## config.mk

```make
export PLATFORM = sky130hd
export DESIGN_NAME = sipo_frame_ctrl
export DESIGN_NICKNAME = d
export VERILOG_FILES = /design/src/rtl/sipo_pkg.sv /design/src/rtl/sipo_shreg.sv /design/src/rtl/sipo_frame_ctrl.sv
export SDC_FILE = /design/constraint.sdc
export NUM_CORES = 1
export LEC_CHECK = 0
export BUFFER_PORTS_ARGS = -buffer_cell sky130_fd_sc_hd__buf_2
export CAP_MARGIN = 10
export CELL_PAD_IN_SITES_DETAIL_PLACEMENT = 0
export CELL_PAD_IN_SITES_GLOBAL_PLACEMENT = 1
export CORE_ASPECT_RATIO = 1.1
export CORE_MARGIN = 2
export CORE_UTILIZATION = 40
export CTS_CLUSTER_DIAMETER = 100
export DETAILED_ROUTE_END_ITERATION = 8
export MAX_ROUTING_LAYER = met4
export PLACE_DENSITY_LB_ADDON = 0.1
export SYNTH_ARGS = -nofsm -noshare
export SYNTH_HDL_FRONTEND = slang
export SYNTH_HIERARCHICAL = 1
export SYNTH_SLANG_ARGS = --single-unit
```

## constraint.sdc

```tcl
create_clock -name clk -period 1.4 [get_ports clk]
set_clock_uncertainty 0.05 [all_clocks]
set_input_delay 0.28 -clock clk [delete_from_list [all_inputs] [get_ports clk]]
set_output_delay 0.28 -clock clk [all_outputs]
set_load 0.005 [all_outputs]
```

## src/rtl/sipo_pkg.sv

```systemverilog
// rtl/sipo_pkg.sv - shared constants and FSM state encoding for the SIPO frame receiver
package sipo_pkg;

   localparam int DEFAULT_WIDTH = 8;

   typedef enum logic [1:0] {
      IDLE  = 2'd0,
      SHIFT = 2'd1,
      STOP  = 2'd2
   } state_e;

endpackage

```

## src/rtl/sipo_shreg.sv

```systemverilog
// rtl/sipo_shreg.sv - serial-in shift register, newest bit enters at bit 0
module sipo_shreg #(
   parameter int WIDTH = 8
) (
   input  logic             clk,
   input  logic             rst,
   input  logic             shift_en,
   input  logic             in,
   output logic [WIDTH-1:0] q
);
   logic [WIDTH-1:0] shreg_q;

   always_ff @(posedge clk) begin
      if (rst) begin
         shreg_q <= '0;
      end else if (shift_en) begin
         shreg_q <= {shreg_q[WIDTH-2:0], in};
      end
   end

   assign q = shreg_q;
endmodule

```

## src/rtl/sipo_frame_ctrl.sv

```systemverilog
// rtl/sipo_frame_ctrl.sv - strobed serial frame receiver with one-word output buffer
module sipo_frame_ctrl
   import sipo_pkg::*;
#(
   parameter int WIDTH = DEFAULT_WIDTH
) (
   input  logic             clk,
   input  logic             rst,
   input  logic             in,
   input  logic             en,
   input  logic             out_ready,
   output logic [WIDTH-1:0] q,
   output logic             out_valid,
   output logic             busy,
   output logic             frame_err,
   output logic             overrun
);
   localparam int            CW       = $clog2(WIDTH + 1);
   localparam logic [CW-1:0] LAST_BIT = CW'(WIDTH - 1);

   state_e           state_q;
   logic [CW-1:0]    cnt_q;
   logic [WIDTH-1:0] shreg;
   logic [WIDTH-1:0] q_q;
   logic             valid_q;
   logic             ferr_q;
   logic             ovr_q;
   logic             shift_en;
   logic             stop_strobe;
   logic             load;
   logic             consume;

   assign shift_en    = en && (state_q == SHIFT);
   assign stop_strobe = en && (state_q == STOP);
   // A consumer accepting in the same cycle frees the buffer for the new word.
   assign load        = stop_strobe && in && (!valid_q || out_ready);
   assign consume     = valid_q && out_ready;

   sipo_shreg #(.WIDTH(WIDTH)) u_shreg (
      .clk      (clk),
      .rst      (rst),
      .shift_en (shift_en),
      .in       (in),
      .q        (shreg)
   );

   always_ff @(posedge clk) begin
      if (rst) begin
         state_q <= IDLE;
         cnt_q   <= '0;
         q_q     <= '0;
         valid_q <= 1'b0;
         ferr_q  <= 1'b0;
         ovr_q   <= 1'b0;
      end else begin
         ferr_q <= 1'b0;
         ovr_q  <= 1'b0;
         case (state_q)
            IDLE: begin
               if (en && !in) begin
                  state_q <= SHIFT;
                  cnt_q   <= '0;
               end
            end
            SHIFT: begin
               if (en) begin
                  cnt_q <= cnt_q + CW'(1);
                  if (cnt_q == LAST_BIT) begin
                     state_q <= STOP;
                  end
               end
            end
            STOP: begin
               // Always back to IDLE: a start bit cannot share the stop strobe.
               if (en) begin
                  state_q <= IDLE;
                  if (!in) begin
                     ferr_q <= 1'b1;
                  end else if (!load) begin
                     ovr_q <= 1'b1;
                  end
               end
            end
            default: state_q <= IDLE;
         endcase

         if (load) begin
            q_q     <= shreg;
            valid_q <= 1'b1;
         end else if (consume) begin
            valid_q <= 1'b0;
         end
      end
   end

   assign q         = q_q;
   assign out_valid = valid_q;
   assign busy      = (state_q != IDLE);
   assign frame_err = ferr_q;
   assign overrun   = ovr_q;
endmodule

```

==> results of run 1 <==
==> cell usage after synthesis <==
library cell / n
nor3b_1: 2
buf_6: 1
nand4b_1: 2
o31ai_2: 1
dfxtp_1: 25
nand3b_1: 1
or3_1: 1
or2_1: 1
clkbuf_1: 2
or4_1: 1
a21oi_1: 3
nor4_1: 1
nor2_1: 10
a21oi_2: 1
nand2b_1: 4
nand3_1: 1
buf_1: 1
nand2b_4: 1
ha_1: 1
mux2i_1: 17
inv_1: 2
or4_4: 1
nor2b_1: 2
nor3_1: 2
inv_2: 1
o21ai_1: 1
nand2_1: 17
o22a_1: 1
buf_4: 1
o31ai_1: 2
==> timing repair <==
action	in CTS	in global routing
setup endpoints to repair	1	3
resized for setup	4	1
pin swaps	1	1
setup buffers	4	0
==> layout by cell type (no fill, tap or decap) <==
cell / Yosys / routed
o31ai_2: 1 / 1
o21ai_1: 1 / 1
nand3_1: 1 / 1
buf_12: 0 / 1
nor2_1: 10 / 10
inv_2: 1 / 1
buf_2: 0 / 16
clkinv_2: 0 / 1
dfxtp_1: 25 / 23
or4_1: 1 / 1
ha_1: 1 / 1
or2_1: 1 / 1
dfxtp_4: 0 / 2
or4_4: 1 / 1
inv_1: 2 / 2
nor4_1: 1 / 1
nand4b_1: 2 / 2
o31ai_1: 2 / 2
a21oi_2: 1 / 2
or3_1: 1 / 1
nand2_1: 17 / 17
o22a_1: 1 / 1
buf_4: 1 / 7
mux2i_1: 17 / 17
nand2b_4: 1 / 1
clkbuf_4: 0 / 3
nand3b_1: 1 / 1
nor2b_1: 2 / 2
nor3b_1: 2 / 2
nor3_1: 2 / 2
a21oi_1: 3 / 2
nand2b_1: 4 / 4
==> critical path, delay by kind of cell (launching register included) <==
kind	cells	cell delay (ns)
AO/OA/AOI/OAI	1	0.14
AND/OR/NAND/NOR	2	0.62
flip-flops	1	0.37
buffers and inverters	1	0.13
==> logic make-up after synthesis <==
group / synth area share [%]
and+or+nand+nor: 23.7
DFF: 48.4
muxes: 16.4
adders and majority gates: 1.21
buffers and inverters: 3.99
AOI/OAI and AO/OA: 6.29
==> layout make-up <==
type	instances	share of cell area [%]
well taps	31	3.14
clock buffers	3	1.82
repair buffers	24	12.4
multi-input cells	74	40.2
clock inverters	1	0.405
flip-flops and latches	25	41.1
inverters	3	0.912
==> sequential cells by signal, indices dropped and copies added (netlist names) <==
register	cells
out_valid	1
state_q	2
overrun	1
u_shreg/q	8
frame_err	1
cnt_q	4
q	8
==> per-layer routing <==
metal	GRT usage, %	vias to the layer above	routed length [µm]
met5	-	-	0
met1	14.8	367	791
li1	-	412	-
met3	2.36	2	49
met2	25.2	8	984
met4	9.89	0	18
==> worst paths after layout <==
path                   end  cells after the start        from
hold reg to reg       q[1]                      2        q[1]
setup / recovery  cnt_q[2]                      4  state_q[0]
hold / removal    cnt_q[2]                      2         rst
setup reg to reg  cnt_q[2]                      4  state_q[0]
==> power by group <==
group          total [mW]  internal, mW  switching, mW  leakage, nW
clock network       0.309         0.107          0.203       0.0177
registers           0.717         0.714        0.00370        0.203
logic              0.0821        0.0359         0.0462        0.264
total                1.11         0.856          0.253        0.484
==> metrics by stage <==
step	total power, mW	hold WS [ns]	TNS (ns)	worst slack [ns]
2_1_floorplan	0.784	0.308	0	0.172
3_3_place_gp	0.811	0.389	0	0.0907
3_5_place_dp	0.811	0.396	0	0.0757
4_1_cts	1.13	0.111	-0.00105	-0.00105
5_1_grt	1.17	0.105	-0.0248	-0.0126
6_report	1.11	0.133	0	0.0294
==> flow_summary.ini, run 1 <==
[status]
status = finished clean

[yosys]
syn_area_um2 = 1030
synth.avg_cell_area_um2 = 9.67
synthCells = 107
synth_area_leaders = dfxtp_1 48%, mux2i_1 16%, nand2_1 6.2%
ys_seq_area_share_pct = 48.4
yosysTopAreaCellShare_pct = 48.4
syn_nets = 113
yosys_warnings = 6
ys_types = 30
ys_ff_latch = 25
yosys.area.top_type = dfxtp_1

[clocking]
worstSkewPairLatency_ns = 0.31
clock_path_buffers = 2
clockRootBuffer = clkbuf_4
clk_pin_slew_worst_paths_ns = 0.13
cts_made_buffers = 3
cts.sinks = 25
cts_tree = yes
htree_levels = 1
cts_hold_buf = 0

[critical_path]
crit_required_ns = 1.60
worstSetupPathType = flip-flop to flip-flop
r2r_setup_slack_ns = 0.03
critPathSlowestCell = or4_1
cp_cell_sequence = buf_4 -> nand2b_1 -> or4_1 -> a21oi_2
critical-path-max-stage-delay_ns = 0.55
cp_max_fo = 7
arrival_ns = 1.57
cp-end-kind = flip-flop
startpoint_type = flip-flop

[grt]
grt_pass1_wl_mm = 3.15
grt_max_degree = 18
track_usage_pct = 14.6
grt_pass1_vias = 782
gr-total-overflow = 0
antenna_found_initial = 0

[placement]
hpwl_mm = 1.35
place_area_um2 = 1170
dp_cells = 153
gp_congestion = 0.748
io_buffers = 16

[finish]
stdcell_area_um2 = 1230
final_cells = 161
drive_gt1_share_pct = 27.7
syn_to_final_growth_pct = 19.3
multiInputGateArea_um2 = 497
nets = 137
final_core_util_pct = 49.9
final-seq-area_um2 = 508
antenna_cells = 0
fillers = 253

[power_and_ir_drop]
ir_drop_v = 0.000702
p_leak_nw = 0.484
powerDensity_nw_per_um2 = 898

[sta]
hold_viol_final = 0
rsz0062_at_grt = true
max_freq_mhz = 730
slew_headroom_pct = 75.6
maxSlewViolCount = 0
min_period_ns = 1.37
post-route-period-util_pct = 97.9
setup_viol = 0
max_slew.worst_pin.slew_ns = 0.363

[drt]
ant_nets = 0
finalWirelength_mm = 1.84
drt-pass1-iter-count = 3
wl_per_cell_um = 11.5
dr.first_iter.drc_count = 6
drc = 0
dr_total_vias = 789
avgViaCountPerCell = 4.90

[floorplanning]
rows = 19
io_pins = 17
core_um2 = 2470
die_area_um2 = 3010
die_x_um = 52.5
start_util_pct = 41.9
die_h_um = 57.3

[run]
drv_cap = 0

[hold_path]
min_path_type = input port to flip-flop
Note: power is estimated with default switching activity, not from simulation.
==> run 2, diff against run 1 <==
--- a/config.mk
+++ b/config.mk
@@ -5,13 +5,14 @@
 export SDC_FILE = /design/constraint.sdc
 export NUM_CORES = 1
 export LEC_CHECK = 0
+export ABC_AREA = 1
 export BUFFER_PORTS_ARGS = -buffer_cell sky130_fd_sc_hd__buf_2
 export CAP_MARGIN = 10
 export CELL_PAD_IN_SITES_DETAIL_PLACEMENT = 0
 export CELL_PAD_IN_SITES_GLOBAL_PLACEMENT = 1
 export CORE_ASPECT_RATIO = 1.1
 export CORE_MARGIN = 2
-export CORE_UTILIZATION = 40
+export CORE_UTILIZATION = 38
 export CTS_CLUSTER_DIAMETER = 100
 export DETAILED_ROUTE_END_ITERATION = 8
 export MAX_ROUTING_LAYER = met4
==> run 2 against run 1 <==
  * Via count is 17% higher
  * Worst hold slack better by 0.034 ns
  * Register-to-register slack better by 0.14 ns
  * Synthesized cell count is 36% higher
  * Core utilization is 5.5 points lower
  * Critical path depth is 1 lower
  * Non-clock buffer count is 4 lower
  * Sequential share of layout area is 0.51 points higher
  * Setup slack better by 0.060 ns
  * First-iteration DRC count is 83% higher
  * Cell count is 23% higher
  * Cell area is 1.7% lower
  * Highest routed layer unchanged
==> flow_summary.ini, run 2 <==
[clocking]
cts.sinks = 25
clk_pin_slew_worst_paths_ns = 0.14
clock_path_buffers = 2
worstSkewPairLatency_ns = 0.31
htree_levels = 1
cts_tree = yes
cts_made_buffers = 3
clockRootBuffer = clkbuf_4

[yosys]
yosysMostFrequentCell = nand2_1
synth_area_leaders = dfxtp_1 47%, nand2_1 12%, nor2_1 7.4%
yosysTopAreaCellShare_pct = 47.1
ys_seq_area_share_pct = 47.1
synth_edf_count = 0
synth.avg_cell_area_um2 = 7.28
synth_ff_type = dfxtp_1
syn_area_um2 = 1060
synth_common_cells = 35 x nand2_1, 25 x dfxtp_1, 21 x nor2_1
synthArstFlopShare_pct = 0
ys_types = 19
syn_nets = 152
synthCells = 146
ys_ff_latch = 25
yosys_warnings = 6
yosys.area.top_type = dfxtp_1

[power_and_ir_drop]
p_leak_nw = 0.537
p_total_mw = 1.16
p_seq_share_pct = 63.8
swShare_pct = 25.1
intPower_mw = 0.871
ir_drop_v = 0.000404
p_sw_mw = 0.291
combPwrFrac_pct = 8.8
powerDensity_nw_per_um2 = 958
clockPowerShare_pct = 27.5

[floorplanning]
rows = 20
die_area_um2 = 3240
die_x_um = 54.4
core_um2 = 2730
start_util_pct = 39.0
die_h_um = 59.5
io_pins = 17

[critical_path]
cp-end-kind = output port
crit_required_ns = 1.07
arrival_ns = 0.98
r2r_setup_slack_ns = 0.17
startpoint_type = flip-flop
worstSetupPathType = flip-flop to output port
cp_max_fo = 5

[finish]
antenna_cells = 0
final_common_cell = nand2_1
stdcell_area_um2 = 1210
final_core_util_pct = 44.5
fillers = 291
multiInputGateArea_um2 = 450
drive_gt1_share_pct = 21.8
syn_to_final_growth_pct = 14.1
final_cell_mix = 35 x nand2_1, 23 x dfxtp_1, 20 x nor2_1, 17 x inv_1, 16 x buf_2
nets = 172
final-seq-area_um2 = 505

[placement]
place_area_um2 = 1170
gp_congestion = 0.752
hpwl_mm = 1.58
io_buffers = 16

[status]
status = finished clean

[drt]
dr.first_iter.drc_count = 11
wl_per_cell_um = 10.9
drc = 0
dr_total_vias = 922
ant_nets = 0
finalWirelength_mm = 2.15
avgViaCountPerCell = 4.66
drt-pass1-iter-count = 4

[grt]
grt_max_degree = 18
grt_pass1_vias = 795
grt_pass1_wl_mm = 3.58
gr-total-overflow = 0
track_usage_pct = 15.5
antenna_found_initial = 0

[sta]
max_freq_mhz = 763
setup_viol = 0
fin_hold_ws_ns = 0.166
max_slew.worst_pin.slew_ns = 0.281
maxSlewViolCount = 0
hold_viol_final = 0
min_period_ns = 1.31
post-route-period-util_pct = 93.6
fin_tns_setup_ns = 0
slew_headroom_pct = 81.2
rsz0062_at_grt = false

[run]
drv_cap = 0

[hold_path]
min_path_type = input port to flip-flop
-- run 2: changes by cell type after synthesis, sizes merged, moves of 11 or more --
cell	before	now
inv	3	20
nand3	1	12
mux2i	17	0
a21oi	4	15
nand2	17	36
nor2	10	24
-- run 2: layout make-up --
type	count	share of cell area, %
Clock buffer	3	1.86
Clock inverter	1	0.412
Inverter	20	6.19
Multi-Input combinational cell	96	37.1
Sequential cell	25	41.6
Tap cell	33	3.40
Timing Repair Buffer	20	9.38
-- run 2: metal layers --
layer | track usage (%) | part of all wire [%] | vias to the layer above
met5 | - | 0 | -
met4 | 5.36 | 0.60 | 0
met3 | 2.27 | 2.9 | 2
met2 | 22.7 | 45 | 14
met1 | 21.4 | 51 | 414
li1 | - | - | 492
-- run 2: worst max-delay path, cell delays in order (launching register included) --
cell and delay (ns):
dfxtp_4 0.39, nor2_4 0.10, inv_1 0.06, buf_2 0.12
-- run 2: logic make-up after synthesis --
kind of cell | after synthesis | synth area share (%)
compound gates | 20 | 9.65
fa+ha+maj | 1 | 1.18
buf+inv | 25 | 11.3
flops | 25 | 47.1
simple gates | 75 | 30.8
-- run 2: metrics by stage --
stage                     setup WS [ns]  std cells
after floorplan                   0.196        146
after detailed placement          0.157        194
after CTS                        0.0396        198
after global placement            0.173        194
after global routing             0.0177        198
final                            0.0891        198
-- run 2: final timing paths --
| kind | endpoint | startpoint | cells past startpoint |
|---|---|---|---|
| setup / recovery | busy | state_q[0] | 3 |
| hold / removal | q[2] | rst | 2 |
| setup reg to reg | u_shreg/q[4] | state_q[1] | 7 |
| hold reg to reg | q[7] | q[7] | 2 |
-- run 2: repair_timing --
| item | CTS | global route |
|---|---|---|
| buffers inserted | 0 | 0 |
| resized for setup | 0 | 6 |
| hold buffers | 0 | 0 |
| endpoints found under the setup margin | 0 | 6 |
-- run 2: power by group through the flow --
stage          clock network (mW)  registers [mW]  logic (mW)
2_1_floorplan                   0           0.753      0.0756
3_3_place_gp                    0           0.756      0.0988
3_5_place_dp                    0           0.756       0.100
4_1_cts                     0.340           0.741       0.101
5_1_grt                     0.375           0.744       0.121
6_report                    0.319           0.741       0.102
==> run 3, diff against run 2 <==
--- a/config.mk
+++ b/config.mk
@@ -8,15 +8,12 @@
 export ABC_AREA = 1
 export BUFFER_PORTS_ARGS = -buffer_cell sky130_fd_sc_hd__buf_2
 export CAP_MARGIN = 10
-export CELL_PAD_IN_SITES_DETAIL_PLACEMENT = 0
-export CELL_PAD_IN_SITES_GLOBAL_PLACEMENT = 1
 export CORE_ASPECT_RATIO = 1.1
 export CORE_MARGIN = 2
-export CORE_UTILIZATION = 38
+export CORE_UTILIZATION = 25
 export CTS_CLUSTER_DIAMETER = 100
 export DETAILED_ROUTE_END_ITERATION = 8
 export MAX_ROUTING_LAYER = met4
-export PLACE_DENSITY_LB_ADDON = 0.1
 export SYNTH_ARGS = -nofsm -noshare
 export SYNTH_HDL_FRONTEND = slang
 export SYNTH_HIERARCHICAL = 1
==> run 3 against run 2 <==
  * Count of clock-buffer cells in the layout did not move
  * Fmax up 1.7%
  * Core utilization is 14 points lower
  * Sequential power about the same
  * Flip-flop and latch count unchanged
  * Sequential share of layout area is 1.3 points lower
  * Power up 8.2%
  * Routed wire length shrank 4.8%
  * Cell count up 9.6%
  * Clock power grew 32%
  * Global-route usage fell by 5.7 points
  * Largest cell class unchanged
  * Highest routed layer unchanged
==> flow_summary.ini, run 3 (synthesized netlist as in run 2, its figures left out) <==
[status]
status = finished clean

[hold_path]
min_path_type = input port to flip-flop
min_to = u_shreg/q[0]
holdPathStages = 5
min_from = in

[finish]
final_common_cell = nand2_1
final_cells = 217
antenna_cells = 0
final_core_util_pct = 30.8
drive_gt1_share_pct = 20.0
final_cell_mix = 35 x nand2_1, 25 x dfxtp_1, 21 x nor2_1, 17 x inv_1, 16 x buf_2
syn_to_final_growth_pct = 16.6
nets = 172
stdcell_area_um2 = 1240

[floorplanning]
start_util_pct = 26.4
rows = 24
core_um2 = 4020
io_pins = 17
die_h_um = 72.4
die_x_um = 66.2
die_area_um2 = 4790

[critical_path]
worst-r2r-cell-count = 8
r2r_setup_slack_ns = 0.20
cp_max_fo = 5
r2r_end = cnt_q[3]
worstSetupPathType = flip-flop to output port
reg2reg_from = state_q[1]
cp-end-kind = output port
crit_required_ns = 1.07
arrival_ns = 0.96
startpoint_type = flip-flop

[power_and_ir_drop]
ir_drop_v = 0.000271
powerDensity_nw_per_um2 = 1010
p_leak_nw = 0.541
p_total_mw = 1.26

[sta]
maxSlewViolCount = 0
max_slew.worst_pin.slew_ns = 0.291
max_freq_mhz = 776
hold_viol_final = 0
min_period_ns = 1.29
post-route-period-util_pct = 92.1
fin_tns_setup_ns = 0
fin_hold_ws_ns = 0.274
setup_slack_ns = 0.111
slew_headroom_pct = 80.6
rsz0062_at_grt = false
setup_viol = 0

[grt]
track_usage_pct = 9.72
antenna_found_initial = 0
grt_pass1_wl_mm = 3.49
grt_pass1_vias = 835
gr-total-overflow = 0
grt_max_degree = 17

[placement]
place_ws_ns = 0.188
dp_cells = 213
gp_congestion = 0.807
place_area_um2 = 1190
hpwl_mm = 1.51
io_buffers = 16

[drt]
avgViaCountPerCell = 4.19
dr_total_vias = 910
wl_per_cell_um = 9.45
ant_nets = 0
drt-pass1-iter-count = 4
finalWirelength_mm = 2.05
dr.first_iter.drc_count = 73
drc = 0

[clocking]
cts.sinks = 25
clock_path_buffers = 2
worstSkewPairLatency_ns = 0.26
post-cts-setup-buffers = 0
cts_made_buffers = 3
cts_tree = yes
clockRootBuffer = clkbuf_8
cts_resized = 0
cts_hold_buf = 0
htree_levels = 1
clk_pin_slew_worst_paths_ns = 0.09

[run]
drv_cap = 0
==> run 3: layer usage <==
metal	up-vias	share of wire, %	wire length, µm	GRT usage [%]
met5	-	0	0	-
met4	0	1.7	35	5.44
met3	2	3.4	70	2.17
met2	13	47	971	15.3
met1	402	47	973	11.4
li1	493	-	-	-
==> run 3: how the worst max path moves through the flow <==
stage / start / endpoint / slack [ns] / cells after the start
final: state_q[0] / busy / 0.11 / 3
after global routing: state_q[0] / cnt_q[2] / 0.02 / 6
after CTS: state_q[1] / busy / 0.1 / 3
after detailed placement: en / q[3] / 0.19 / 6
after global placement: in / cnt_q[2] / 0.18 / 7
after floorplan: state_q[1] / u_shreg/q[6] / 0.20 / 8
==> run 3: power breakdown <==
part,internal (mW),leakage [nW],switching (mW)
sequential,0.726,0.202,0.0125
clock,0.199,0.0255,0.224
combinational,0.0347,0.313,0.0617
==> run 3: cell type report <==
class | instances | area (µm²)
repair buffers | 20 | 110
inverters | 20 | 75.1
multi-input cells | 96 | 443
clock inverters | 1 | 5.00
well taps | 52 | 65.1
fillers | 457 | 2780
clock buffers | 3 | 41.3
flip-flops and latches | 25 | 500
==> run 3: critical path, stage by stage, from the launching register on <==
cell and delay [ns]:
dfxtp_1 0.35, nor2_1 0.15, inv_1 0.07, buf_2 0.12
